`src/rtl/fetch_queue_stage.sv`:
```
// Fetch front end: PC generation, 1-cycle imem, DEPTH-entry queue to decode.
// Optional FETCH_PERF_CNT_EN adds saturating redirect/stall counters.
module fetch_queue_stage #(
  parameter int ISIZE = 16,
  parameter int DSIZE = 16,
  parameter int DEPTH = 4,
  parameter logic [ISIZE-1:0] RESET_PC = '0
) (
  input  logic             clk,
  input  logic             rst,
  output logic [ISIZE-1:0] imem_addr,
  output logic             imem_req,
  input  logic [DSIZE-1:0] imem_data,
  input  logic             redirect,
  input  logic [ISIZE-1:0] redirect_pc,
  output logic             id_valid,
  input  logic             id_ready,
  output logic [DSIZE-1:0] id_inst,
  output logic [ISIZE-1:0] id_pc,
`ifdef FETCH_PERF_CNT_EN
  output logic [15:0]      redirect_cnt,
  output logic [15:0]      stall_cnt,
`endif
  output logic [ISIZE-1:0] id_nextpc
);

  localparam int AW = $clog2(DEPTH);
  localparam logic [AW+1:0] CAP = (AW+2)'(DEPTH);

  typedef enum logic [1:0] {
    BOOT,
    RUN,
    FULL
  } state_t;

  state_t state, state_nxt;

  logic [ISIZE-1:0] fetch_pc;
  logic [ISIZE-1:0] tag_pc;
  logic             inflight;

  logic [DSIZE-1:0] inst_q [DEPTH];
  logic [ISIZE-1:0] pc_q [DEPTH];
  logic [AW-1:0]    wr_ptr;
  logic [AW-1:0]    rd_ptr;
  logic [AW:0]      count;
  logic [AW:0]      count_nxt;

  logic [AW+1:0]    used;
  logic [AW+1:0]    used_nxt;
  logic             credit;
  logic             issue;
  logic             push;
  logic             pop;

  // Credit counts entries held plus the one response still on the way.
  assign used   = (AW+2)'(count) + (AW+2)'(inflight);
  assign credit = used < CAP;
  assign issue  = (state == RUN) && !redirect && credit;
  assign push   = inflight && !redirect;
  assign pop    = id_valid && id_ready;

  assign imem_req  = issue;
  assign imem_addr = fetch_pc;

  assign id_valid  = (count != '0) && !redirect;
  assign id_inst   = inst_q[rd_ptr];
  assign id_pc     = pc_q[rd_ptr];
  assign id_nextpc = id_pc + ISIZE'(1);

  always_comb begin
    count_nxt = count;
    if (redirect) begin
      count_nxt = '0;
    end else begin
      unique case ({push, pop})
        2'b10:   count_nxt = count + (AW+1)'(1);
        2'b01:   count_nxt = count - (AW+1)'(1);
        default: count_nxt = count;
      endcase
    end
  end

  assign used_nxt = (AW+2)'(count_nxt) + (AW+2)'(issue);

  // RUN/FULL track the credit the next cycle will see, so no bubble.
  always_comb begin
    state_nxt = state;
    unique case (state)
      BOOT: state_nxt = RUN;
      RUN, FULL: begin
        if (redirect) begin
          state_nxt = RUN;
        end else if (used_nxt < CAP) begin
          state_nxt = RUN;
        end else begin
          state_nxt = FULL;
        end
      end
      default: state_nxt = BOOT;
    endcase
  end

  always_ff @(posedge clk or posedge rst) begin
    if (rst) begin
      state <= BOOT;
    end else begin
      state <= state_nxt;
    end
  end

  always_ff @(posedge clk or posedge rst) begin
    if (rst) begin
      fetch_pc <= RESET_PC;
      tag_pc   <= '0;
      inflight <= 1'b0;
    end else begin
      inflight <= issue;
      if (redirect) begin
        fetch_pc <= redirect_pc;
      end else if (issue) begin
        fetch_pc <= fetch_pc + ISIZE'(1);
        tag_pc   <= fetch_pc;
      end
    end
  end

  always_ff @(posedge clk or posedge rst) begin
    if (rst) begin
      wr_ptr <= '0;
      rd_ptr <= '0;
      count  <= '0;
    end else begin
      count <= count_nxt;
      if (redirect) begin
        wr_ptr <= '0;
        rd_ptr <= '0;
      end else begin
        if (push) begin
          wr_ptr <= wr_ptr + AW'(1);
        end
        if (pop) begin
          rd_ptr <= rd_ptr + AW'(1);
        end
      end
    end
  end

  always_ff @(posedge clk or posedge rst) begin
    if (rst) begin
      for (int i = 0; i < DEPTH; i++) begin
        inst_q[i] <= '0;
        pc_q[i]   <= '0;
      end
    end else if (push) begin
      inst_q[wr_ptr] <= imem_data;
      pc_q[wr_ptr]   <= tag_pc;
    end
  end

`ifdef FETCH_PERF_CNT_EN
  always_ff @(posedge clk or posedge rst) begin
    if (rst) begin
      redirect_cnt <= '0;
      stall_cnt    <= '0;
    end else begin
      if (redirect && (redirect_cnt != 16'hFFFF)) begin
        redirect_cnt <= redirect_cnt + 16'd1;
      end
      if (id_valid && !id_ready && (stall_cnt != 16'hFFFF)) begin
        stall_cnt <= stall_cnt + 16'd1;
      end
    end
  end
`endif

endmodule
```
`config.mk`:
```
export PLATFORM = sky130hd
export DESIGN_NAME = fetch_queue_stage
export DESIGN_NICKNAME = d
export VERILOG_FILES = /design/src/rtl/fetch_queue_stage.sv
export SDC_FILE = /design/constraint.sdc
export NUM_CORES = 1
export LEC_CHECK = 0
export ABC_AREA = 1
export CAP_MARGIN = 15
export CORE_MARGIN = 8
export CORE_UTILIZATION = 52
export DETAILED_ROUTE_END_ITERATION = 8
export PLACE_DENSITY = 0.75
export SLEW_MARGIN = 20
export SYNTH_ARGS = -nofsm -noshare
export SYNTH_HDL_FRONTEND = slang
export SYNTH_SLANG_ARGS = --single-unit
```
`constraint.sdc`:
```
create_clock -name clk -period 13.3 [get_ports clk]
set_input_delay 3.99 -clock clk [delete_from_list [all_inputs] [get_ports clk]]
set_output_delay 3.99 -clock clk [all_outputs]
set_load 0.005 [all_outputs]
```
==> results by stage, run 1 <==
Final layout:
- In the final layout, the share of cells above drive strength 1 is under 10%.
- Counting the fill cells in the layout gives 1347.
- Relative to the synthesized area, the layout overhead comes to 20.5%.
- The area of all placed cells without fillers is 0.00992 mm2.
- The non-filler instance count after layout is about 1300.
- The post-route core utilization is 63.2%.
- 0 antenna diodes ended up in the layout.
- The number of nets at the end of the flow is 1137.

Clock tree:
- The total setup buffers inserted after CTS is 0.
- CTS saw 170 sinks.
- After clock tree synthesis, the clock-pin slew on the worst setup and hold paths is about 0.060 ns.
- The H-tree was split into 4 levels.
- The number of gates resized after CTS was 0.
- In this run, post-CTS hold repair placed 0 buffers.
- The clock reaches the later pin of the worst-skew pair after roughly 0.44 ns.
- The longest clock path from root to sink contains 2 buffers.
- TritonCTS built the clock tree.
- In this run the clock root is driven by a clkbuf_16.
- Buffers inserted during clock tree synthesis total 17.

Routing:
- The final wirelength is roughly 20000 um.
- In this run the remaining antenna-violating nets after routing total 0.
- Before antenna repair, the detailed router went through 5 iterations.
- The detail-routed net length per standard cell is around 15 um.
- Across all layers, the routed design uses 6924 vias.
- The DRC violation total after the first TritonRoute iteration is between 500 and 600.
- The number of vias per cell is approximately 5.2.
- For this run, design rule violations remaining after detail routing come to 0.

Die:
- From left edge to right edge, the die measures between 100 and 150 um.
- The die is about 140 um tall.
- The effective utilization at floorplan is a little over half.
- The number of primary I/O pins is 102.
- The cell row count is 46.
- The area enclosed by the die boundary is slightly above 0.02 mm2.
- The standard cell core area is approximately 0.016 mm2.

Pwr:
- Dividing total power by cell area gives a power density of roughly 220 mW/mm2.
- The analysis attributes to cell leakage a power of 4.78 nW.
- IR analysis of the VDD net gives a maximum drop of 0.000114 V.
- The cell-internal power is approximately 1.4 mW.
- The clock network power share is between 20% and 30%.
- The net switching component of the power is approximately 750 uW.
- The switching fraction of total power is 34.9%.
- Combinational logic is responsible for around 38% of the overall power.
- Per report_power, the sequential group accounts for between 30% and 40% of the total.

STA:
- In the final timing run, aggregate negative setup slack is 0 ns.
- Setup violations remaining at the end of the flow were counted as 0.
- The max-slew violation total from the final report was 0.
- The share of the clock period used by the worst path is between 70% and 80%.
- At the pin with the least slew margin, the transition time is between 0.8 and 0.9 ns.
- The clock period could shrink to between 10 and 15 ns.
- The count of endpoints failing hold in the final timing report is 0.
- Setup repair after global routing left no endpoint under its margin.
- The clock arrives with about 0.0091 ns of skew.
- Timing would allow up to 0.0989 GHz.
- Measured against its own limit, the worst slew margin works out to roughly two fifths.

Synth:
- In this run the biggest area consumer among cell types represents about half of the synthesized area.
- Yosys mapped a number of flops with a built-in enable equal to 0.
- During synthesis, Yosys emitted a total of 0 warnings.
- The most used flip-flop cell after synthesis is dfrtp_1.
- Summing the sequential cell areas from Yosys gives 51.6% of the chip area.
- The biggest area contributor in the post-synthesis netlist is dfrtp_1.
- The summed instance area of the synthesized netlist is around 0.008 mm2.
- The number of nets produced by synthesis is approximately 1100.
- Counting distinct cell types in the post-synthesis netlist gives 37.
- The async set-or-reset flop fraction in the synthesized netlist is 100%.
- The total of flip-flops plus latches after synthesis is 170.
- The number of cells produced by synthesis is 1017.
- A synthesized cell averages about 8.1 um2.
- Sorting the synthesized cells by area gives the leading types as dfrtp_1 (52%), nand2_1 (14%), o21ai_0 (11%), inv_1 (4.2%), nand3_1 (3.3%).

Global routing:
- The total global-route track usage is between 20% and 30%.
- The pin count of the biggest net entering global routing is 100.
- The first global-routing pass estimated approximately 33000 um of wire.
- The number of antenna violations at the first check in global routing is 0.
- The via count of the first global-routing pass is 6761.
- For this run the aggregate overflow at the end of global routing stands at 0.

Critical path:
- The highest-delay cell along the critical path is clkdlybuf4s50_1.
- At the worst endpoint, the arrival time is about 6.1 ns.
- STA puts the critical path data required time at 9.31 ns.
- The worst setup path is launched from a primary input.
- The kind of critical path is in -> out.
- The maximum fanout count along the critical path is 21.
- The signal on the critical path passes through clkdlybuf4s50_1, nor2_1, nand3_1, inv_1, clkdlybuf4s50_1.
- In this design, the critical path's most frequently occurring cell is clkdlybuf4s50_1.
- For this run, the slowest stage of the critical path takes roughly 0.76 ns.
- The worst setup path is captured at an output port.

Placed design:
- The count of port buffers added during placement is roughly 100.
- The global placer's final weighted congestion is between 0.8 and 0.9.
- The final HPWL from detailed placement is approximately 12000 um.
- In this run, placement finished with an instance count of roughly 1300.
- After detailed placement, the total cell area comes to 0.00931 mm2.

Hold path:
- The tightest min-delay check is of the reg -> reg type.

Job:
- The tool flagged a number of max-cap violations equal to 0.

Run status:
- The run finished with clean final reports.
[logic make-up (layout without fill, tap and decap cells)]
logic type | Yosys count | in the layout | share of synthesized area (%)
buffers and inverters | 148 | 234 | 7.64
AOI/OAI and AO/OA | 226 | 226 | 14.6
xor gates and xnor gates | 7 | 7 | 0.744
and+or+nand+nor | 455 | 455 | 23.6
DFF | 170 | 170 | 51.6
adders and majority gates | 11 | 11 | 1.76
[power groups by stage]
stage	sequential [mW]	clock (mW)	combinational [mW]
after floorplan	0.799	0	0.468
after global placement	0.823	0	0.782
after detailed placement	0.828	0	0.803
after CTS	0.822	0.511	0.809
after global routing	0.848	0.535	0.903
final	0.825	0.509	0.800
[layout make-up]
cell class              count  area (um2)  share of cell area, %
flip-flops and latches    170        4260                   42.9
multi-input cells         699        3380                   34.1
repair buffers            106        1050                   10.6
clock buffers              25         485                   4.89
inverters                  96         370                   3.73
well taps                 216         270                   2.72
clock inverters             7         114                   1.15
[metrics by stage]
step	hold WS (ns)	power, mW	setup WS (ns)
2_1_floorplan	0.448	1.27	4.65
3_3_place_gp	0.461	1.61	3.22
3_5_place_dp	0.468	1.63	3.20
4_1_cts	0.483	2.14	3.17
5_1_grt	0.499	2.29	3.03
6_report	0.479	2.13	3.19
[path summary, 6_finish.rpt]
path | start | to | slack [ns] | depth (start not counted)
worst max-delay path | redirect | imem_req | 3.19 | 5
worst min-delay path | inst_q[19] | inst_q[19] | 0.48 | 2
worst max register to register | inflight | state[0] | 11.00 | 12
worst min register to register | inst_q[19] | inst_q[19] | 0.48 | 2
max in group asynchronous | rst | rd_ptr[0] | 7.76 | 3
min in group asynchronous | rst | inst_q[24] | 4.09 | 2
[routing by layer]
layer | GRT usage (%) | part of all wire [%] | up-vias
li1 | - | - | 3428
met1 | 28.1 | 47 | 3291
met2 | 31.7 | 46 | 186
met3 | 5.04 | 6.0 | 19
met4 | 6.61 | 1.2 | 0
met5 | 0 | 0 | -
[layout by cell type (no fill, tap or decap), types with 7 or more instances in the layout]
cell / synthesis / layout
clkbuf_16: 0 / 17
clkdlybuf4s50_1: 0 / 101
dfrtp_1: 170 / 169
ha_1: 10 / 10
inv_1: 92 / 91
nand2_1: 303 / 299
nand2_2: 8 / 9
nand2_4: 4 / 7
nand3_1: 55 / 55
nor2_1: 63 / 63
o211ai_1: 8 / 8
o21ai_0: 176 / 176
o21ai_1: 11 / 11
o22ai_1: 16 / 16
xor2_1: 7 / 7
[synth_stat cells (2+ instances only)]
master	number
a21oi_1	5
buf_2	10
buf_4	5
buf_6	5
clkbuf_1	32
dfrtp_1	170
ha_1	10
inv_1	92
inv_2	3
nand2_1	303
nand2_2	8
nand2_4	4
nand3_1	55
nand3_2	4
nand3b_1	2
nand4_1	2
nor2_1	63
nor2_2	2
nor2_4	5
nor2_8	2
nor3_1	4
o211ai_1	8
o21ai_0	176
o21ai_1	11
o21bai_1	2
o221ai_1	2
o22ai_1	16
xor2_1	7
[sequential cells by signal (all words and copies together) (netlist names)]
name and count:
imem_addr 16, state 2, pc_q 64, rd_ptr 2, inflight 1, inst_q 64, wr_ptr 2, count 3
tag_pc 16
[critical path: cells and delay by family]
kind / cells / cell delay, ns
buffers and inverters: 3 / 1.78
AND/OR/NAND/NOR: 2 / 0.35
Note: power is estimated with default switching activity, not from simulation.
==> inputs of run 2 (changes only) <==
==> constraint.sdc (replaced) <==
create_clock -name clk -period 9.8 [get_ports clk]
set_input_delay 2.94 -clock clk [delete_from_list [all_inputs] [get_ports clk]]
set_output_delay 2.94 -clock clk [all_outputs]
set_load 0.005 [all_outputs]
==> run 2 against run 1 <==
Register-to-register slack lost 3.6 ns. Utilization grew 0.20 points. Cell area grew 0.32%. Sequential power increased by 36%. Critical path depth rose by 1. Sequential cell count did not move. Sequential share of layout area down 0.13 points. Via count up 0.88%. Critical endpoint unchanged. Largest cell class unchanged.
==> results by stage, run 2 (synthesized netlist as in run 1, its figures left out) <==
Global routing:
- The number of antenna violations at the first check in global routing came to 0.
- The first global-routing pass estimated approximately 34000 um of wire.
- The total overflow left after global routing is 0.
- Entering global routing, the biggest net connects roughly 110 pins.
- The total global-route track usage is about a fifth.
- The via count of the first global-routing pass is around 6800.

Hold path:
- The path category of the worst min-delay check is reg -> reg.
- The startpoint of the lowest-slack hold path is inst_q[47].

Die:
- The number of primary I/O pins is a little over 100.
- The floorplan step defined a die boundary enclosing between 0.02 and 0.025 mm2.
- Row generation in the floorplan step produced 46 rows.
- The core region is 0.0157 mm2.
- The initial utilization of the core area, before any placement, comes to 52.4%.
- The die is ~140 um wide.
- The die extent in y is approximately 140 um.

STA:
- The slew at the pin closest to its max-slew limit is roughly 0.74 ns.
- The max-slew violation total from the final report is 0.
- The count of endpoints failing hold in the final timing report is 0.
- The share of the clock period used by the worst path is around four fifths.
- The maximum operating frequency is roughly 0.13 GHz.
- Setup repair after global routing left no endpoint under its margin.
- The setup TNS is 0 ns.
- Setup violations remaining at the end of the flow were counted as 0.
- The relative slew slack is between 50% and 60%.
- The largest clock skew in the final design is 0.0101 ns.
- The final critical-path required period is between 7 and 8 ns.

Pwr:
- The static leakage is approximately 4.8 nW.
- Per report_power, the sequential group accounts for approximately 39% of the total.
- Total power for the finished layout comes to between 2 and 3 mW.
- The cell-internal power is approximately 1.9 mW.
- The total power divided by cell area is 290 mW/mm2.
- The maximum ir drop on the vdd rail is around 0.00016 V.
- Of the total power, the share spent switching nets is about a third.
- Combinational cells account for between 30% and 40% of the total power.
- Per report_power, the clock group accounts for about a quarter of the total.
- The net switching component of the power is between 1 and 1.5 mW.

Routing:
- The pre-antenna-repair detailed-routing pass consisted of 5 iterations.
- The DRC violation count after routing is 0.
- The number of vias in the routed layout is approximately 7000.
- After detailed routing, the average wire length per cell comes to approximately 15 um.
- The final layout contains routed wiring with a total length of between 15000 and 20000 um.
- The antenna violation net count after detailed routing is 0.
- The DRC violation total after the first TritonRoute iteration is 551.
- The number of vias per cell is roughly 5.3.

Critical path:
- The startpoint of the worst setup timing path is redirect.
- The arrival time of the worst setup path is roughly 4.8 ns.
- The critical path capture point type is an output port.
- STA classifies the critical path startpoint as a primary input.
- The source of the worst register-to-register timing path is inflight.
- The maximum fanout count along the critical path is 21.
- Data on the critical path is required at its endpoint by between 6 and 7 ns.
- The kind of critical path is in -> out.

Clock tree:
- Post-CTS repair changed the size of 0 cells.
- The CTS sink count is between 150 and 200.
- CTS placed an instance of clkbuf_16 at the clock tree root.
- The CTS clock-pin slew for the worst setup and hold paths is around 0.06 ns.
- TritonCTS created 17 clock buffers.
- The number of buffers on the longest clock path is 2.
- The number of levels the H-tree was split into is 4.
- Once the clock tree was built, the setup fixing pass inserted 0 buffers.
- The number of hold buffers added after CTS was 0.
- For the worst-skew pair, the clock arrives at the later sink with an insertion delay of between 0.4 and 0.5 ns.
- TritonCTS built the clock tree.

Final layout:
- The share of final-layout standard cells stronger than drive strength 1 is under 10%.
- The number of antenna repair diodes is 0.
- Relative to the synthesized area, the layout overhead comes to 20.8%.
- Leaving out fill and tap cells, the most frequent cells in the layout are nand2_1 (299), o21ai_0 (176), dfrtp_1 (169).
- In the final layout, the registers with the most flip-flops are inst_q (64), pc_q (64).
- Leaving out fill and tap cells, the most frequent cell in the layout is nand2_1.
- After the last flow step, the layout net total stands at around 1100.

Placed design:
- Port buffering added around 100 buffers.
- After legalization and detailed placement, the total HPWL measured 12300 um.
- The global placer's final weighted congestion is 0.854.

Run status:
- The run finished with clean final reports.

Job:
- The tool flagged a number of max-cap violations equal to 0.
-- run 2: path summary, 6_finish.rpt --
path | depth (start not counted) | slack [ns] | to
worst max register to register | 12 | 7.44 | state[0]
worst min register to register | 2 | 0.48 | inst_q[47]
min in group asynchronous | 2 | 2.85 | count[2]
worst min-delay path | 2 | 0.48 | inst_q[47]
worst max-delay path | 6 | 2.07 | imem_req
max in group asynchronous | 4 | 5.52 | inst_q[49]
-- run 2: final cells by class --
type                            instances  area, um2
Multi-Input combinational cell        699       3380
Timing Repair Buffer                  108       1080
Tap cell                              216        270
Clock inverter                          6       86.3
Sequential cell                       170       4260
Clock buffer                           26        509
Inverter                               96        370
Fill cell                            1360       5760
-- run 2: per-stage QoR --
step	setup slack (ns)	area (um2)	hold slack, ns	instances	util, %
after floorplan	2.26	8240	0.448	1017	-
after global placement	2.10	9320	0.461	1288	59.3
after detailed placement	2.09	9320	0.468	1288	59.3
after CTS	2.09	9910	0.484	1320	63.1
after global routing	1.95	9950	0.501	1321	63.4
final	2.07	9950	0.481	1321	63.4
-- run 2: critical path, cell delays in order --
cell	delay, ns
clkdlybuf4s50_1	0.39
buf_4	0.20
nor2_1	0.12
nand3_1	0.10
inv_1	0.42
clkdlybuf4s50_1	0.61
-- run 2: per-layer routing --
layer / GRT usage, % / routed length, um / vias to the layer above
met5: 0 / 0 / -
met3: 4.91 / 1010 / 19
met2: 32.4 / 9320 / 166
met1: 28.3 / 9340 / 3372
li1: - / - / 3428
met4: 5.88 / 232 / 0
-- run 2: power by group through the flow --
stage	logic, mW	registers [mW]	clock network (mW)
after floorplan	0.636	1.08	0
after global placement	1.06	1.12	0
after detailed placement	1.09	1.12	0
after CTS	1.10	1.12	0.681
after global routing	1.23	1.15	0.712
final	1.09	1.12	0.675
